[src/rtl/disp_ctrl.sv]
// Binary-to-BCD display controller: double-dabble converter with leading-zero
// blanking and an overflow pattern, updating the display once per request.

module disp_dab_digit (
  input  logic [3:0] d,
  output logic [3:0] q
);
  assign q = (d >= 4'd5) ? d + 4'd3 : d;
endmodule

module disp_ctrl #(
  parameter int BIN_W = 20  // only 20 is supported
) (
  input  logic             clk,
  input  logic             rst,
  input  logic             clr,
  input  logic             in_valid,
  input  logic [BIN_W-1:0] in_bin,
  output logic             in_ready,
  output logic [23:0]      dispdata,
  output logic [5:0]       blank,
  output logic             err,
  output logic             done
);
  localparam int NUM_DIGITS = 6;
  localparam int BCD_W      = 4 * NUM_DIGITS;
  localparam int CNT_W      = 5;
  localparam logic [BIN_W-1:0] MAX_DEC  = BIN_W'(999999);
  localparam logic [BCD_W-1:0] OVF_PAT  = 24'hEEEEEE;
  localparam logic [5:0]       BLANK_RST = 6'b111110;

  typedef enum logic [1:0] {IDLE, SHIFT, DONE} state_t;

  state_t                         state;
  logic [BIN_W-1:0]               bin_q;
  logic [BCD_W-1:0]               bcd_q;
  logic [CNT_W-1:0]               cnt;
  logic                           ovf_q;
  logic [NUM_DIGITS-1:0][3:0]     bcd_adj;
  logic [BCD_W-1:0]               bcd_adj_flat;
  logic [BCD_W+BIN_W-1:0]         sh;
  logic [5:0]                     blank_nxt;

  // Per-digit "add 3 if >= 5" correction ahead of each shift.
  for (genvar i = 0; i < NUM_DIGITS; i++) begin : g_dig
    disp_dab_digit u_dig (
      .d (bcd_q[4*i +: 4]),
      .q (bcd_adj[i])
    );
  end

  assign bcd_adj_flat = bcd_adj;
  assign sh           = {bcd_adj_flat, bin_q} << 1;
  assign in_ready     = (state == IDLE) && !clr;

  // Digit i is blanked only when it and every more significant digit are zero.
  always_comb begin
    logic nz;
    nz        = 1'b0;
    blank_nxt = '0;
    for (int i = NUM_DIGITS - 1; i >= 1; i--) begin
      nz           = nz | (bcd_q[4*i +: 4] != 4'd0);
      blank_nxt[i] = !nz;
    end
  end

  always_ff @(posedge clk or negedge rst) begin
    if (!rst) begin
      state    <= IDLE;
      bin_q    <= '0;
      bcd_q    <= '0;
      cnt      <= '0;
      ovf_q    <= 1'b0;
      dispdata <= '0;
      blank    <= BLANK_RST;
      err      <= 1'b0;
      done     <= 1'b0;
    end else if (clr) begin
      state    <= IDLE;
      cnt      <= '0;
      ovf_q    <= 1'b0;
      dispdata <= '0;
      blank    <= BLANK_RST;
      err      <= 1'b0;
      done     <= 1'b0;
    end else begin
      done <= 1'b0;
      case (state)
        IDLE: begin
          if (in_valid) begin
            bin_q <= in_bin;
            bcd_q <= '0;
            cnt   <= '0;
            ovf_q <= (in_bin > MAX_DEC);
            state <= (in_bin > MAX_DEC) ? DONE : SHIFT;
          end
        end
        SHIFT: begin
          bcd_q <= sh[BCD_W+BIN_W-1:BIN_W];
          bin_q <= sh[BIN_W-1:0];
          cnt   <= cnt + 1'b1;
          if (cnt == CNT_W'(BIN_W - 1)) state <= DONE;
        end
        DONE: begin
          if (ovf_q) begin
            dispdata <= OVF_PAT;
            blank    <= '0;
            err      <= 1'b1;
          end else begin
            dispdata <= bcd_q;
            blank    <= blank_nxt;
            err      <= 1'b0;
          end
          done  <= 1'b1;
          state <= IDLE;
        end
        default: state <= IDLE;
      endcase
    end
  end

endmodule

[config.mk]
export PLATFORM = sky130hd
export DESIGN_NAME = disp_ctrl
export DESIGN_NICKNAME = d
export VERILOG_FILES = /design/src/rtl/disp_ctrl.sv
export SDC_FILE = /design/constraint.sdc
export NUM_CORES = 1
export LEC_CHECK = 0
export CAP_MARGIN = 20
export CORE_UTILIZATION = 59
export DETAILED_ROUTE_END_ITERATION = 6
export PLACE_DENSITY = 0.85
export SYNTH_ARGS = -nofsm -noshare
export SYNTH_HDL_FRONTEND = slang
export SYNTH_SLANG_ARGS = --single-unit
[constraint.sdc]
create_clock -name clk -period 3.2 [get_ports clk]
set_input_delay 0.8 -clock clk [delete_from_list [all_inputs] [get_ports clk]]
set_output_delay 0.8 -clock clk [all_outputs]
set_load 0.05 [all_outputs]
Word-level counts from Yosys, hierarchy flattened
Cells that the tools add are included.
- register bits after elaboration: 84
- bits of input ports: 24
- output and inout port bits: 33
- word-level logic and storage cells: 88
- $add $sub $neg: 7
- order comparisons: 7
- equal/unequal tests: 6
- muxes and demuxes: 32
- bitwise logic cells: 5
- reductions and logical operators: 22
- operators by type and width (cell ; number):
    two-way mux 24 bit ; 4
    one-hot mux 24 bit (2 select lines) ; 1
    one-hot mux 20 bit (2 select lines) ; 1
    >= comparator 4 x 3 -> 1 bit, second input constant ; 6
    adder 4 x 2 -> 4 bit, second input constant ; 5
    greater-than comparator 20 bit, second input constant ; 1
    two-way mux 20 bit ; 1
    two-way mux 4 bit ; 5
    nonzero test 4 bit ; 5
    two-way mux 6 bit ; 3
    two-way mux 5 bit ; 2
    one-hot mux 5 bit (2 select lines) ; 1
    two-way mux 1 bit ; 8
    two-way mux 2 bit ; 4
    nonzero test 2 bit ; 4
    zero test 1 bit ; 6
    != test 3 bit, second input constant ; 2
    AND reduction 2 bit ; 3
    adder 5 x 1 -> 5 bit, second input constant ; 1
    equality test 5 bit, second input constant ; 1
    bitwise OR 1 bit ; 4
    one-hot mux 2 bit (2 select lines) ; 1
    adder 3 x 2 -> 3 bit, second input constant ; 1
    two-way mux 3 bit ; 1
    8 further kinds ; 8

Depth between registers and ports, before layout
Gate-level depths: netlist of run 1.
- word-level depth: 9
- gate-level depth with buffers: 6
- gate-level depth less buffers: 6

Hierarchy
Synthesis of run 1 repeated with hierarchy kept, for this count alone.
- cells, all modules: 484
- area, all modules: 4375.4 µm²
- modules (own cells, without submodules) (module ; instances ; cells an instance ; area an instance (µm²) ; sequential area each (µm²)):
    disp_ctrl ; 1 ; 388 ; 3767.4 ; 2083.2
    disp_dab_digit ; 6 ; 16 ; 101.3 ; 0.0

Least setup slack after synthesis of run 1
Ideal clock, no wire load.
- path kind: input port to output port
- from: input clr
- to: output in_ready
- arrival time: 2269 ps
- required time: 2400 ps
- path slack: 131 ps
- stages: 3
- path buffers: 2
- path through: buf_2 > clkbuf_1 > nor3_1
- cells in the longest elaborated chain, start to end: 2
- RTL lines (element ; line ; text):
    start: declaration ; 16 ; input logic clr,
    zero test 1 bit ; 54 ; assign in_ready = (state == IDLE) && !clr;
    logical AND 1 bit ; 54 ;
    end: declaration ; 19 ; output logic in_ready,
No other way between the ends.

Worst setup path in the final report of run 1
Ends and elaborated chain as after synthesis.

==> insert_results.sql, run 1 <==
INSERT INTO impl_metrics (metric_group, metric, value, unit) VALUES
('run_status', 'outcome', 'finished clean', ''),
('synthesis', 'ys_seq_area_frac', '0.511', ''),
('flow_run', 'max_cap_violations', '0', ''),
('power_and_ir_drop', 'ir_drop', '0.333', 'mV'),
('detailed_routing', 'detail_route.wirelength', '9.02', 'mm'),
('setup_path', 'critical_path.startpoint_type', 'primary input', ''),
('clock_tree', 'ctsHoldBuffers', '0', ''),
('detailed_routing', 'drt_drc_violations_left', '0', ''),
('final_layout', 'diodes', '0', ''),
('timing', 'totalNegativeSetupSlack', '0', 'ps'),
('setup_path', 'endpoint_kind_of_the_worst_setup_timing_path', 'output pin', ''),
('timing', 'number_of_slew_limit_violations_in_the_final_report', '0', ''),
('place', 'number_of_buffers_added_on_ports', '55', ''),
('die', 'top_level_ports', '57', ''),
('setup_path', 'setup.worst_path.class', 'in -> out', ''),
('detailed_routing', 'routedWlPerCell', '16.1', 'µm'),
('synthesis', 'ys_dominant_reg_cell', 'sky130_fd_sc_hd__dfrtp_1', ''),
('synthesis', 'postSynthNetCount', '474', ''),
('clock_tree', 'cts.sinks', '83', ''),
('die', 'initial_core_util', '0.628', ''),
('clock_tree', 'clock_tree.root_cell', 'sky130_fd_sc_hd__clkbuf_8', ''),
('setup_path', 'critPathRequiredTime', '2400', 'ps'),
('final_layout', 'finalNetCount', '519', ''),
('die', 'design.core.area', '6490', 'µm²'),
('hold_path', 'timing.hold.worst.class', 'in -> async', ''),
('timing', 'layout_min_cycle_time', '2690', 'ps'),
('clock_tree', 'clk_latency', '360', 'ps'),
('final_layout', 'drive_above_1_share', '0.0643', ''),
('synthesis', 'netlist_instances', '432', ''),
('timing', 'finalWorstSetupSlack', '506', 'ps'),
('synthesis', 'post_synth_main_area_contributors', 'sky130_fd_sc_hd__dfrtp_1 (48%), sky130_fd_sc_hd__nand2_1 (6.2%), sky130_fd_sc_hd__ha_1 (5.5%), sky130_fd_sc_hd__a21oi_1 (4.4%), sky130_fd_sc_hd__dfstp_2 (3.2%)', ''),
('setup_path', 'worst-endpoint-arrival', '1890', 'ps'),
('die', 'die-height', '85.1', 'µm'),
('detailed_routing', 'post_dr_vias_cell', '5.99', ''),
('timing', 'finalSetupViolCount', '0', ''),
('timing', 'rsz_0062_raised_after_global_routing', 'false', ''),
('power_and_ir_drop', 'power.density', '492', 'nW/µm²'),
('global_routing', 'grt_start_max_net_pins', '84', ''),
('final_layout', 'area_growth', '19.2', '%'),
('clock_tree', 'postCtsSetupBuffers', '0', ''),
('synthesis', 'ys_types', '46', ''),
('die', 'dieArea', '7250', 'µm²'),
('timing', 'max_slew_margin', '0.368', ''),
('synthesis', 'synth.yosys.warnings', '0', ''),
('clock_tree', 'cts_repair_resize_count', '0', ''),
('synthesis', 'synthesized_cell_area', '4080', 'µm²'),
('global_routing', 'antenna_violations_before_repair', '0', ''),
('detailed_routing', 'first_pass_iters', '5', ''),
('setup_path', 'critPathMaxStageDelay', '520', 'ps'),
('synthesis', 'synth_top_area_share', '0.479', ''),
('synthesis', 'synth.avg_cell_area', '9.44', 'µm²'),
('clock_tree', 'cts_tree', 'done', ''),
('timing', 'max_slew.worst_pin.slew', '949', 'ps'),
('clock_tree', 'cts_buffers', '9', ''),
('detailed_routing', 'drt-initial-drc-count', '215', ''),
('setup_path', 'crit_path_cell_trace', 'clkdlybuf4s50_1, nor3_1, buf_12', ''),
('global_routing', 'grt_pass1_vias', '3265', ''),
('timing', 'worst_clock_skew', '11.5', 'ps'),
('die', 'die_w', '85.1', 'µm'),
('place', 'post-place-ws', '538', 'ps'),
('timing', 'timing_hold_violations_final', '0', ''),
('global_routing', 'grtUsageTotal', '0.274', ''),
('synthesis', 'cell_type_contributing_the_most_total_cell_area_after_synthesis', 'sky130_fd_sc_hd__dfrtp_1', ''),
('setup_path', 'critical-path-slowest-cell', 'sky130_fd_sc_hd__clkdlybuf4s50_1', ''),
('place', 'dp_hpwl', '5.94', 'mm'),
('clock_tree', 'h_tree_lvl_count', '3', ''),
('clock_tree', 'cts_max_path_buffers', '2', ''),
('clock_tree', 'reg_clk_slew_reported_paths', '90', 'ps'),
('setup_path', 'worst-path-max-fanout', '3', ''),
('power_and_ir_drop', 'p_leak', '2.05', 'nW'),
('timing', 'final.period_utilization', '0.842', ''),
('place', 'finalWeightedCongestion', '0.812', ''),
('timing', 'clock.fmax', '371', 'MHz'),
('synthesis', 'synth_edf_count', '0', ''),
('synthesis', 'yosys_register_bits', '83', ''),
('detailed_routing', 'routed-via-count', '3349', ''),
('global_routing', 'grt_overflow', '0', ''),
('synthesis', 'async_reset_ff_frac', '1.00', ''),
('global_routing', 'grt_pass1_wl', '15.5', 'mm'),
('die', 'rows', '29', ''),
('detailed_routing', 'drt.antenna.violating_nets', '0', '');
## flip-flops by register name, indices dropped and copies added, names as in the netlist
signal / cells
err: 1
cnt: 5
dispdata: 24
bcd_q: 24
ovf_q: 1
done: 1
bin_q: 20
blank: 5
state: 2
## final cells by class
| type | count | area [µm²] |
|---|---|---|
| Tap cell | 77 | 96.3 |
| Sequential cell | 83 | 2080 |
| Timing Repair Buffer | 63 | 638 |
| Inverter | 14 | 52.6 |
| Fill cell | 495 | 1640 |
| Clock buffer | 12 | 145 |
| Multi-Input combinational cell | 306 | 1790 |
| Clock inverter | 4 | 50.0 |
## cells by family after synthesis
| logic type | Yosys count | synth area share |
|---|---|---|
| buffers and inverters | 43 | 0.0488 |
| XOR/XNOR | 9 | 0.0193 |
| other | 1 | 0.000920 |
| flip-flops | 83 | 0.511 |
| AND/OR/NAND/NOR | 154 | 0.171 |
| AO/OA/AOI/OAI | 121 | 0.187 |
| multiplexers | 3 | 0.00737 |
| adder cells (fa/ha/maj) | 18 | 0.0552 |
## report_power, final
part	leakage [nW]	switching [mW]	internal [mW]	total (mW)
Clock	0.0926	0.370	0.381	0.752
Sequential	1.08	0.0647	1.15	1.21
Combinational	0.870	0.268	0.160	0.428
Total	2.05	0.703	1.69	2.39
## worst max-delay path, delay by kind of cell
family | cells | cell delay [ps]
buffers and inverters | 2 | 710
and+or+nand+nor | 1 | 380
## final timing paths
path,endpoint,depth (start not counted),start,slack [ps]
setup / recovery,in_ready,3,clr,510
max in group asynchronous,blank[3],2,rst,2150
min in group clk,bin_q[0],2,bin_q[0],480
hold reg to reg,bin_q[0],2,bin_q[0],480
hold / removal,dispdata[20],1,rst,390
setup reg to reg,blank[1],6,bcd_q[12],1240
## Yosys cell counts (2+ instances only)
library cell                n
sky130_fd_sc_hd__a21oi_1   36
sky130_fd_sc_hd__a221o_1    4
sky130_fd_sc_hd__a31oi_1   19
sky130_fd_sc_hd__a32o_1     7
sky130_fd_sc_hd__buf_2     18
sky130_fd_sc_hd__buf_4      4
sky130_fd_sc_hd__clkbuf_1   7
sky130_fd_sc_hd__dfrtp_1   78
sky130_fd_sc_hd__dfstp_2    5
sky130_fd_sc_hd__ha_1      18
sky130_fd_sc_hd__inv_1     14
sky130_fd_sc_hd__mux2i_1    3
sky130_fd_sc_hd__nand2_1   67
sky130_fd_sc_hd__nand2b_1   8
sky130_fd_sc_hd__nand3_1    9
sky130_fd_sc_hd__nand4_1    2
sky130_fd_sc_hd__nor2_1    34
sky130_fd_sc_hd__nor2b_1    3
sky130_fd_sc_hd__nor3_1    15
sky130_fd_sc_hd__nor3b_1    5
sky130_fd_sc_hd__o21ai_0   22
sky130_fd_sc_hd__o21ai_1    2
sky130_fd_sc_hd__o22ai_1   10
sky130_fd_sc_hd__o31ai_1    8
sky130_fd_sc_hd__or3_1      6
sky130_fd_sc_hd__xnor2_1    8
## layer usage
layer / part of all wire / GRT usage / vias up
li1: - / - / 1610
met5: 0 / 0 / -
met1: 0.43 / 0.355 / 1593
met3: 0.057 / 0.0428 / 16
met2: 0.50 / 0.454 / 130
met4: 0.019 / 0.126 / 0
## placed cells by master (no fill, tap or decap), types with 14 or more instances in the layout
cell	n
sky130_fd_sc_hd__nor3_1	15
sky130_fd_sc_hd__nor2_1	34
sky130_fd_sc_hd__nand2_1	67
sky130_fd_sc_hd__dfrtp_1	78
sky130_fd_sc_hd__o21ai_0	22
sky130_fd_sc_hd__ha_1	18
sky130_fd_sc_hd__a21oi_1	36
sky130_fd_sc_hd__inv_1	14
sky130_fd_sc_hd__a31oi_1	19
sky130_fd_sc_hd__clkdlybuf4s50_1	53
## metrics by stage
| stage | area, µm² | util | hold slack (ps) | instances | power, mW |
|---|---|---|---|---|---|
| 2_1_floorplan | 4080 | - | 439 | 432 | 1.51 |
| 3_3_place_gp | 4640 | 0.714 | 457 | 542 | 1.63 |
| 3_5_place_dp | 4640 | 0.714 | 465 | 542 | 1.65 |
| 4_1_cts | 4830 | 0.744 | 483 | 558 | 2.40 |
| 5_1_grt | 4860 | 0.748 | 419 | 559 | 2.50 |
| 6_report | 4860 | 0.748 | 391 | 559 | 2.39 |
(Power assumes the default switching activity.)
==> run 2, diff against run 1 <==
- CORE_UTILIZATION: 59 -> 49
- PLACE_DENSITY: 0.85 -> 0.76
- clock period: 3.2 -> 2.2 ns (I/O delays scaled with it)
==> insert_results.sql, run 2 (same netlist as run 1, synthesis figures left out) <==
INSERT INTO impl_metrics (metric_group, metric, value, unit) VALUES
('run_status', 'outcome', 'finished clean', ''),
('final_layout', 'mostFrequentLayoutCell', 'sky130_fd_sc_hd__dfrtp_1', ''),
('timing', 'max_slew_margin', '0.581', ''),
('timing', 'layout_min_cycle_time', '2110', 'ps'),
('setup_path', 'critical_path.startpoint_type', 'flop', ''),
('clock_tree', 'cts_tree', 'done', ''),
('power_and_ir_drop', 'fin_total_pwr', '3.34', 'mW'),
('die', 'die_w', '93.2', 'µm'),
('die', 'dieArea', '8690', 'µm²'),
('flow_run', 'max_cap_violations', '0', ''),
('clock_tree', 'cts_buffers', '9', ''),
('place', 'finalWeightedCongestion', '0.807', ''),
('clock_tree', 'cts.sinks', '83', ''),
('power_and_ir_drop', 'internal-power', '2.34', 'mW'),
('setup_path', 'critPathMaxStageDelay', '830', 'ps'),
('setup_path', 'setup.worst_path.class', 'reg -> out', ''),
('setup_path', 'path_delay_family', 'buffers and inverters', ''),
('timing', 'timing_hold_violations_final', '0', ''),
('die', 'design.core.area', '7890', 'µm²'),
('place', 'number_of_buffers_added_on_ports', '55', ''),
('die', 'die-height', '93.2', 'µm'),
('power_and_ir_drop', 'power_switching_share', '0.300', ''),
('setup_path', 'critical_path.startpoint', 'dispdata[2]', ''),
('power_and_ir_drop', 'seq_power_share', '0.526', ''),
('global_routing', 'grt_pass1_vias', '3054', ''),
('clock_tree', 'cts_max_path_buffers', '2', ''),
('die', 'initial_core_util', '0.517', ''),
('setup_path', 'critical_path.n_buffers_inverters', '1', ''),
('detailed_routing', 'post_dr_vias_cell', '5.55', ''),
('setup_path', 'crit_path_cell_trace', 'clkdlybuf4s50_1', ''),
('power_and_ir_drop', 'comb_power_share', '0.195', ''),
('detailed_routing', 'routedWlPerCell', '14.8', 'µm'),
('power_and_ir_drop', 'ir_drop', '0.304', 'mV'),
('place', 'dp_hpwl', '6.25', 'mm'),
('power_and_ir_drop', 'power.density', '676', 'nW/µm²'),
('global_routing', 'grt_pass1_wl', '15.0', 'mm'),
('timing', 'final.period_utilization', '0.957', ''),
('power_and_ir_drop', 'switchingPower', '1.00', 'mW'),
('clock_tree', 'clk_latency', '360', 'ps'),
('global_routing', 'grt_start_max_net_pins', '46', ''),
('detailed_routing', 'drt-initial-drc-count', '189', ''),
('final_layout', 'final_design_area_no_fill', '4950', 'µm²'),
('power_and_ir_drop', 'power_frac_clock', '0.279', ''),
('detailed_routing', 'first_pass_iters', '4', ''),
('final_layout', 'largest_registers_ranked_by_flip_flop_count', 'bcd_q x24, dispdata x24, bin_q x20', ''),
('detailed_routing', 'drt.antenna.violating_nets', '0', ''),
('final_layout', 'finalNetCount', '529', ''),
('timing', 'max_slew.worst_pin.slew', '628', 'ps'),
('setup_path', 'critical-path-slowest-cell', 'sky130_fd_sc_hd__clkdlybuf4s50_1', ''),
('setup_path', 'worst-endpoint-arrival', '1560', 'ps'),
('timing', 'worst_clock_skew', '11.8', 'ps'),
('setup_path', 'reg2reg_from', 'bcd_q[12]', ''),
('setup_path', 'worst-path-max-fanout', '2', ''),
('clock_tree', 'h_tree_lvl_count', '3', ''),
('die', 'rows', '32', ''),
('setup_path', 'endpoint_kind_of_the_worst_setup_timing_path', 'output pin', ''),
('final_layout', 'most-common-layout-cells', 'sky130_fd_sc_hd__dfrtp_1 (78), sky130_fd_sc_hd__nand2_1 (67), sky130_fd_sc_hd__clkdlybuf4s50_1 (48)', ''),
('clock_tree', 'reg_clk_slew_reported_paths', '80', 'ps'),
('setup_path', 'critPathRequiredTime', '1650', 'ps'),
('power_and_ir_drop', 'p_leak', '2.09', 'nW'),
('detailed_routing', 'drt_drc_violations_left', '0', ''),
('global_routing', 'antenna_violations_before_repair', '0', ''),
('final_layout', 'drive_above_1_share', '0.0915', ''),
('timing', 'clock.fmax', '475', 'MHz'),
('timing', 'rsz_0062_raised_after_global_routing', 'false', ''),
('place', 'place_area', '4790', 'µm²'),
('final_layout', 'area_growth', '21.4', '%'),
('detailed_routing', 'detail_route.wirelength', '8.79', 'mm'),
('global_routing', 'grtUsageTotal', '0.225', ''),
('die', 'top_level_ports', '57', ''),
('hold_path', 'timing.hold.worst.class', 'in -> async', ''),
('clock_tree', 'clock_tree.root_cell', 'sky130_fd_sc_hd__clkbuf_8', ''),
('timing', 'finalSetupViolCount', '0', ''),
('detailed_routing', 'routed-via-count', '3299', ''),
('timing', 'number_of_slew_limit_violations_in_the_final_report', '0', ''),
('final_layout', 'diodes', '0', ''),
('global_routing', 'grt_overflow', '0', '');
## run 2: cell count changes in the layout (fill, tap and decap cells not counted), sizes merged
cell,delta
clkinvlp,-1
clkinv,+1
bufinv,-1
clkbuf,+1
clkdlybuf4s50,-5
buf,+15
## run 2: power by group through the flow
stage                     registers, mW  logic (mW)  clock network, mW
after detailed placement           1.79       0.660                  0
after floorplan                    1.81       0.387                  0
final                              1.76       0.653              0.933
after global placement             1.78       0.643                  0
after global routing               1.78       0.730               1.01
after CTS                          1.76       0.659              0.958
## run 2: cell type report
| class | count | area, µm² |
|---|---|---|
| inverters | 14 | 52.6 |
| fillers | 674 | 2940 |
| flip-flops and latches | 83 | 2080 |
| clock buffers | 13 | 139 |
| clock inverters | 3 | 17.5 |
| multi-input cells | 306 | 1800 |
| repair buffers | 73 | 731 |
| well taps | 102 | 128 |
## run 2: path summary, 6_finish.rpt
path / slack (ps) / depth (start not counted) / to
max: 90 / 1 / dispdata[2]
min: 120 / 1 / dispdata[14]
max reg2reg: 480 / 6 / blank[1]
min reg2reg: 470 / 2 / bin_q[0]
max in group asynchronous: 1450 / 2 / bcd_q[13]
min in group clk: 470 / 2 / bin_q[0]
## run 2: per-layer routing
metal	track usage	up-vias	wire length, µm
met5	0	-	0
met4	0.0846	0	147
met3	0.0415	10	379
met2	0.343	93	4030
met1	0.320	1572	4230
li1	-	1624	-
## run 2: repair_timing
item,in CTS,in global routing
buffers inserted,0,0
resized for setup,0,0
hold buffers,0,0
setup endpoints to repair,0,1
## run 2: metrics by stage
| stage | instances | hold WS [ps] | setup TNS [ps] | setup WS (ps) | utilization |
|---|---|---|---|---|---|
| after floorplan | 432 | 254 | 0 | 42.5 | - |
| after global placement | 578 | 451 | -28.6 | -17.2 | 0.608 |
| after detailed placement | 578 | 459 | -145 | -76.0 | 0.608 |
| after CTS | 594 | 123 | 0 | 36.9 | 0.628 |
| after global routing | 594 | 131 | 0 | 54.0 | 0.628 |
| final | 594 | 117 | 0 | 93.9 | 0.628 |
==> run 3, diff against run 2 <==
- ABC_AREA: default -> 1
- CORE_UTILIZATION: 49 -> 50
==> insert_results.sql, run 3 <==
INSERT INTO impl_metrics (metric_group, metric, value, unit) VALUES
('timing', 'timing_hold_violations_final', '0', ''),
('setup_path', 'path_depth', '1', ''),
('setup_path', 'critical_path.n_buffers_inverters', '1', ''),
('timing', 'clock.fmax', '474', 'MHz'),
('place', 'dp_hpwl', '6.34', 'mm'),
('setup_path', 'crit_path_cell_trace', 'clkdlybuf4s50_1', ''),
('synthesis', 'synthesized_cell_area', '4350', 'µm²'),
('setup_path', 'critPathRequiredTime', '1650', 'ps'),
('synthesis', 'synth_top_area_share', '0.449', ''),
('clock_tree', 'cts_buffers', '9', ''),
('die', 'initial_core_util', '0.524', ''),
('global_routing', 'grt_start_max_net_pins', '52', ''),
('synthesis', 'synth_edf_count', '0', ''),
('synthesis', 'ys_dominant_reg_cell', 'sky130_fd_sc_hd__dfrtp_1', ''),
('final_layout', 'area_growth', '19.6', '%'),
('run_status', 'outcome', 'finished clean', ''),
('synthesis', 'yosysMostFrequentCell', 'sky130_fd_sc_hd__nand2_1', ''),
('synthesis', 'ys_types', '33', ''),
('clock_tree', 'postCtsSetupBuffers', '0', ''),
('clock_tree', 'ctsHoldBuffers', '0', ''),
('synthesis', 'synth.yosys.warnings', '0', ''),
('timing', 'layout_min_cycle_time', '2110', 'ps'),
('die', 'die-height', '95.3', 'µm'),
('hold_path', 'timing.hold.worst.class', 'in -> async', ''),
('synthesis', 'yosys_register_bits', '83', ''),
('final_layout', 'utilization', '0.627', ''),
('synthesis', 'cell_type_contributing_the_most_total_cell_area_after_synthesis', 'sky130_fd_sc_hd__dfrtp_1', ''),
('synthesis', 'netlist_instances', '521', ''),
('timing', 'max_slew.worst_pin.slew', '579', 'ps'),
('final_layout', 'drive_above_1_share', '0.0848', ''),
('timing', 'totalNegativeSetupSlack', '0', 'ps'),
('power_and_ir_drop', 'ir_drop', '0.417', 'mV'),
('final_layout', 'diodes', '0', ''),
('place', 'post-place-ws', '27.5', 'ps'),
('clock_tree', 'clk_latency', '360', 'ps'),
('timing', 'rsz_0062_raised_after_global_routing', 'false', ''),
('timing', 'finalWorstSetupSlack', '90.4', 'ps'),
('setup_path', 'r2r_slack', '520', 'ps'),
('detailed_routing', 'detail_route.wirelength', '8.92', 'mm'),
('global_routing', 'grt_pass1_vias', '3276', ''),
('final_layout', 'finalNetCount', '615', ''),
('power_and_ir_drop', 'p_leak', '2.42', 'nW'),
('setup_path', 'endpoint_kind_of_the_worst_setup_timing_path', 'output pin', ''),
('final_layout', 'multi_input_area', '1850', 'µm²'),
('final_layout', 'sequential_cell_area', '2080', 'µm²'),
('final_layout', 'mostFrequentLayoutCell', 'sky130_fd_sc_hd__nand2_1', ''),
('setup_path', 'worst-endpoint-arrival', '1560', 'ps'),
('timing', 'finalSetupViolCount', '0', ''),
('timing', 'final.period_utilization', '0.959', ''),
('clock_tree', 'reg_clk_slew_reported_paths', '90', 'ps'),
('final_layout', 'largest_registers_ranked_by_flip_flop_count', 'bcd_q x24, dispdata x24, bin_q x20', ''),
('place', 'finalWeightedCongestion', '0.822', ''),
('detailed_routing', 'drt-initial-drc-count', '235', ''),
('global_routing', 'grt_pass1_wl', '15.2', 'mm'),
('die', 'top_level_ports', '57', ''),
('die', 'die_w', '95.3', 'µm'),
('detailed_routing', 'post_dr_vias_cell', '5.21', ''),
('die', 'design.core.area', '8300', 'µm²'),
('detailed_routing', 'drt_drc_violations_left', '0', ''),
('setup_path', 'critPathMaxStageDelay', '810', 'ps'),
('clock_tree', 'clock_tree.root_cell', 'sky130_fd_sc_hd__clkbuf_8', ''),
('clock_tree', 'cts_max_path_buffers', '2', ''),
('final_layout', 'final.fill_count', '698', ''),
('timing', 'hold_ws', '117', 'ps'),
('synthesis', 'synthTopCellsByCount', 'sky130_fd_sc_hd__nand2_1 (110), sky130_fd_sc_hd__dfrtp_1 (78), sky130_fd_sc_hd__inv_1 (69), sky130_fd_sc_hd__o21ai_0 (62), sky130_fd_sc_hd__nor2_1 (57)', ''),
('synthesis', 'ys_seq_area_frac', '0.479', ''),
('flow_run', 'max_cap_violations', '0', ''),
('setup_path', 'path_delay_family', 'buffers and inverters', ''),
('timing', 'worst_clock_skew', '9.55', 'ps'),
('die', 'dieArea', '9070', 'µm²'),
('timing', 'number_of_slew_limit_violations_in_the_final_report', '0', ''),
('synthesis', 'synth.avg_cell_area', '8.35', 'µm²'),
('clock_tree', 'h_tree_lvl_count', '3', ''),
('setup_path', 'setup.worst_path.class', 'reg -> out', ''),
('setup_path', 'critical_path.startpoint_type', 'flop', ''),
('power_and_ir_drop', 'power.density', '709', 'nW/µm²'),
('global_routing', 'antenna_violations_before_repair', '0', ''),
('final_layout', 'most-common-layout-cells', 'sky130_fd_sc_hd__nand2_1 (110), sky130_fd_sc_hd__dfrtp_1 (78), sky130_fd_sc_hd__inv_1 (69)', ''),
('setup_path', 'critical-path-slowest-cell', 'sky130_fd_sc_hd__clkdlybuf4s50_1', ''),
('die', 'rows', '33', ''),
('clock_tree', 'cts.sinks', '83', ''),
('setup_path', 'r2r_cells', '6', ''),
('detailed_routing', 'routed-via-count', '3558', ''),
('detailed_routing', 'routedWlPerCell', '13.1', 'µm'),
('detailed_routing', 'drt.antenna.violating_nets', '0', ''),
('global_routing', 'grtUsageTotal', '0.218', ''),
('synthesis', 'postSynthNetCount', '563', ''),
('clock_tree', 'cts_tree', 'done', ''),
('power_and_ir_drop', 'fin_total_pwr', '3.69', 'mW'),
('synthesis', 'post_synth_main_area_contributors', 'sky130_fd_sc_hd__dfrtp_1 (45%), sky130_fd_sc_hd__nand2_1 (9.5%), sky130_fd_sc_hd__o21ai_0 (7.1%), sky130_fd_sc_hd__inv_1 (6.0%), sky130_fd_sc_hd__ha_1 (5.2%)', ''),
('timing', 'max_slew_margin', '0.614', ''),
('place', 'number_of_buffers_added_on_ports', '55', ''),
('detailed_routing', 'first_pass_iters', '5', ''),
('synthesis', 'async_reset_ff_frac', '1.00', ''),
('setup_path', 'worst-path-max-fanout', '2', ''),
('global_routing', 'grt_overflow', '0', '');
## run 3: cell count changes after synthesis, moves of 8 or more
| cell | delta |
|---|---|
| sky130_fd_sc_hd__o21ai_1 | +8 |
| sky130_fd_sc_hd__o22ai_1 | -9 |
| sky130_fd_sc_hd__a21oi_1 | -24 |
| sky130_fd_sc_hd__o21ai_0 | +40 |
| sky130_fd_sc_hd__nor2_1 | +23 |
| sky130_fd_sc_hd__a31oi_1 | -18 |
| sky130_fd_sc_hd__buf_2 | -12 |
| sky130_fd_sc_hd__inv_1 | +55 |
| sky130_fd_sc_hd__o211ai_1 | +20 |
| sky130_fd_sc_hd__nand2_1 | +43 |
| sky130_fd_sc_hd__nand3_1 | +15 |
| sky130_fd_sc_hd__nand2b_1 | -8 |
| sky130_fd_sc_hd__nor3_1 | -14 |
## run 3: metrics by stage
stage | cells | instance area [µm²]
after floorplan | 521 | 4350
after global placement | 667 | 4980
after detailed placement | 667 | 4980
after CTS | 683 | 5200
after global routing | 683 | 5200
final | 683 | 5200
## run 3: layout make-up
cell class	instances	area share
sequential	83	0.401
multi-input combinational	346	0.355
timing repair buffer	62	0.125
inverter	71	0.0512
tap	105	0.0253
clock buffer	9	0.0238
clock inverter	7	0.0192
## run 3: report_power, final
group          internal (mW)  switching, mW
Clock                  0.647          0.595
Sequential              1.67         0.0812
Combinational          0.245          0.446
## run 3: cells by family (layout without fill, tap and decap cells)
logic type,Yosys count,in the layout,synth area share
adder cells (fa/ha/maj),18,18,0.0518
XOR/XNOR,3,3,0.00604
AO/OA/AOI/OAI,122,122,0.170
flip-flops,83,83,0.479
buffers and inverters,92,149,0.0961
AND/OR/NAND/NOR,202,202,0.196
other,1,1,0.000862
## run 3: worst paths after layout
kind / from / endpoint
min in group clk: dispdata[15] / dispdata[15]
worst max register to register: state[1] / bin_q[9]
worst max-delay path: dispdata[12] / dispdata[12]
max in group asynchronous: rst / blank[3]
worst min-delay path: rst / dispdata[2]
worst min register to register: dispdata[15] / dispdata[15]
## run 3: per-layer routing
metal | track usage | up-vias | share of wire
met5 | 0 | - | 0
met4 | 0.0947 | 0 | 0.018
met3 | 0.0399 | 13 | 0.046
met2 | 0.329 | 79 | 0.45
met1 | 0.305 | 1668 | 0.49
li1 | - | 1798 | -
## run 3: what timing repair did
| item | in CTS | in global routing |
|---|---|---|
| setup endpoints to repair | 1 | 0 |
| hold endpoints to repair | 0 | 0 |
| resized for setup | 1 | 0 |
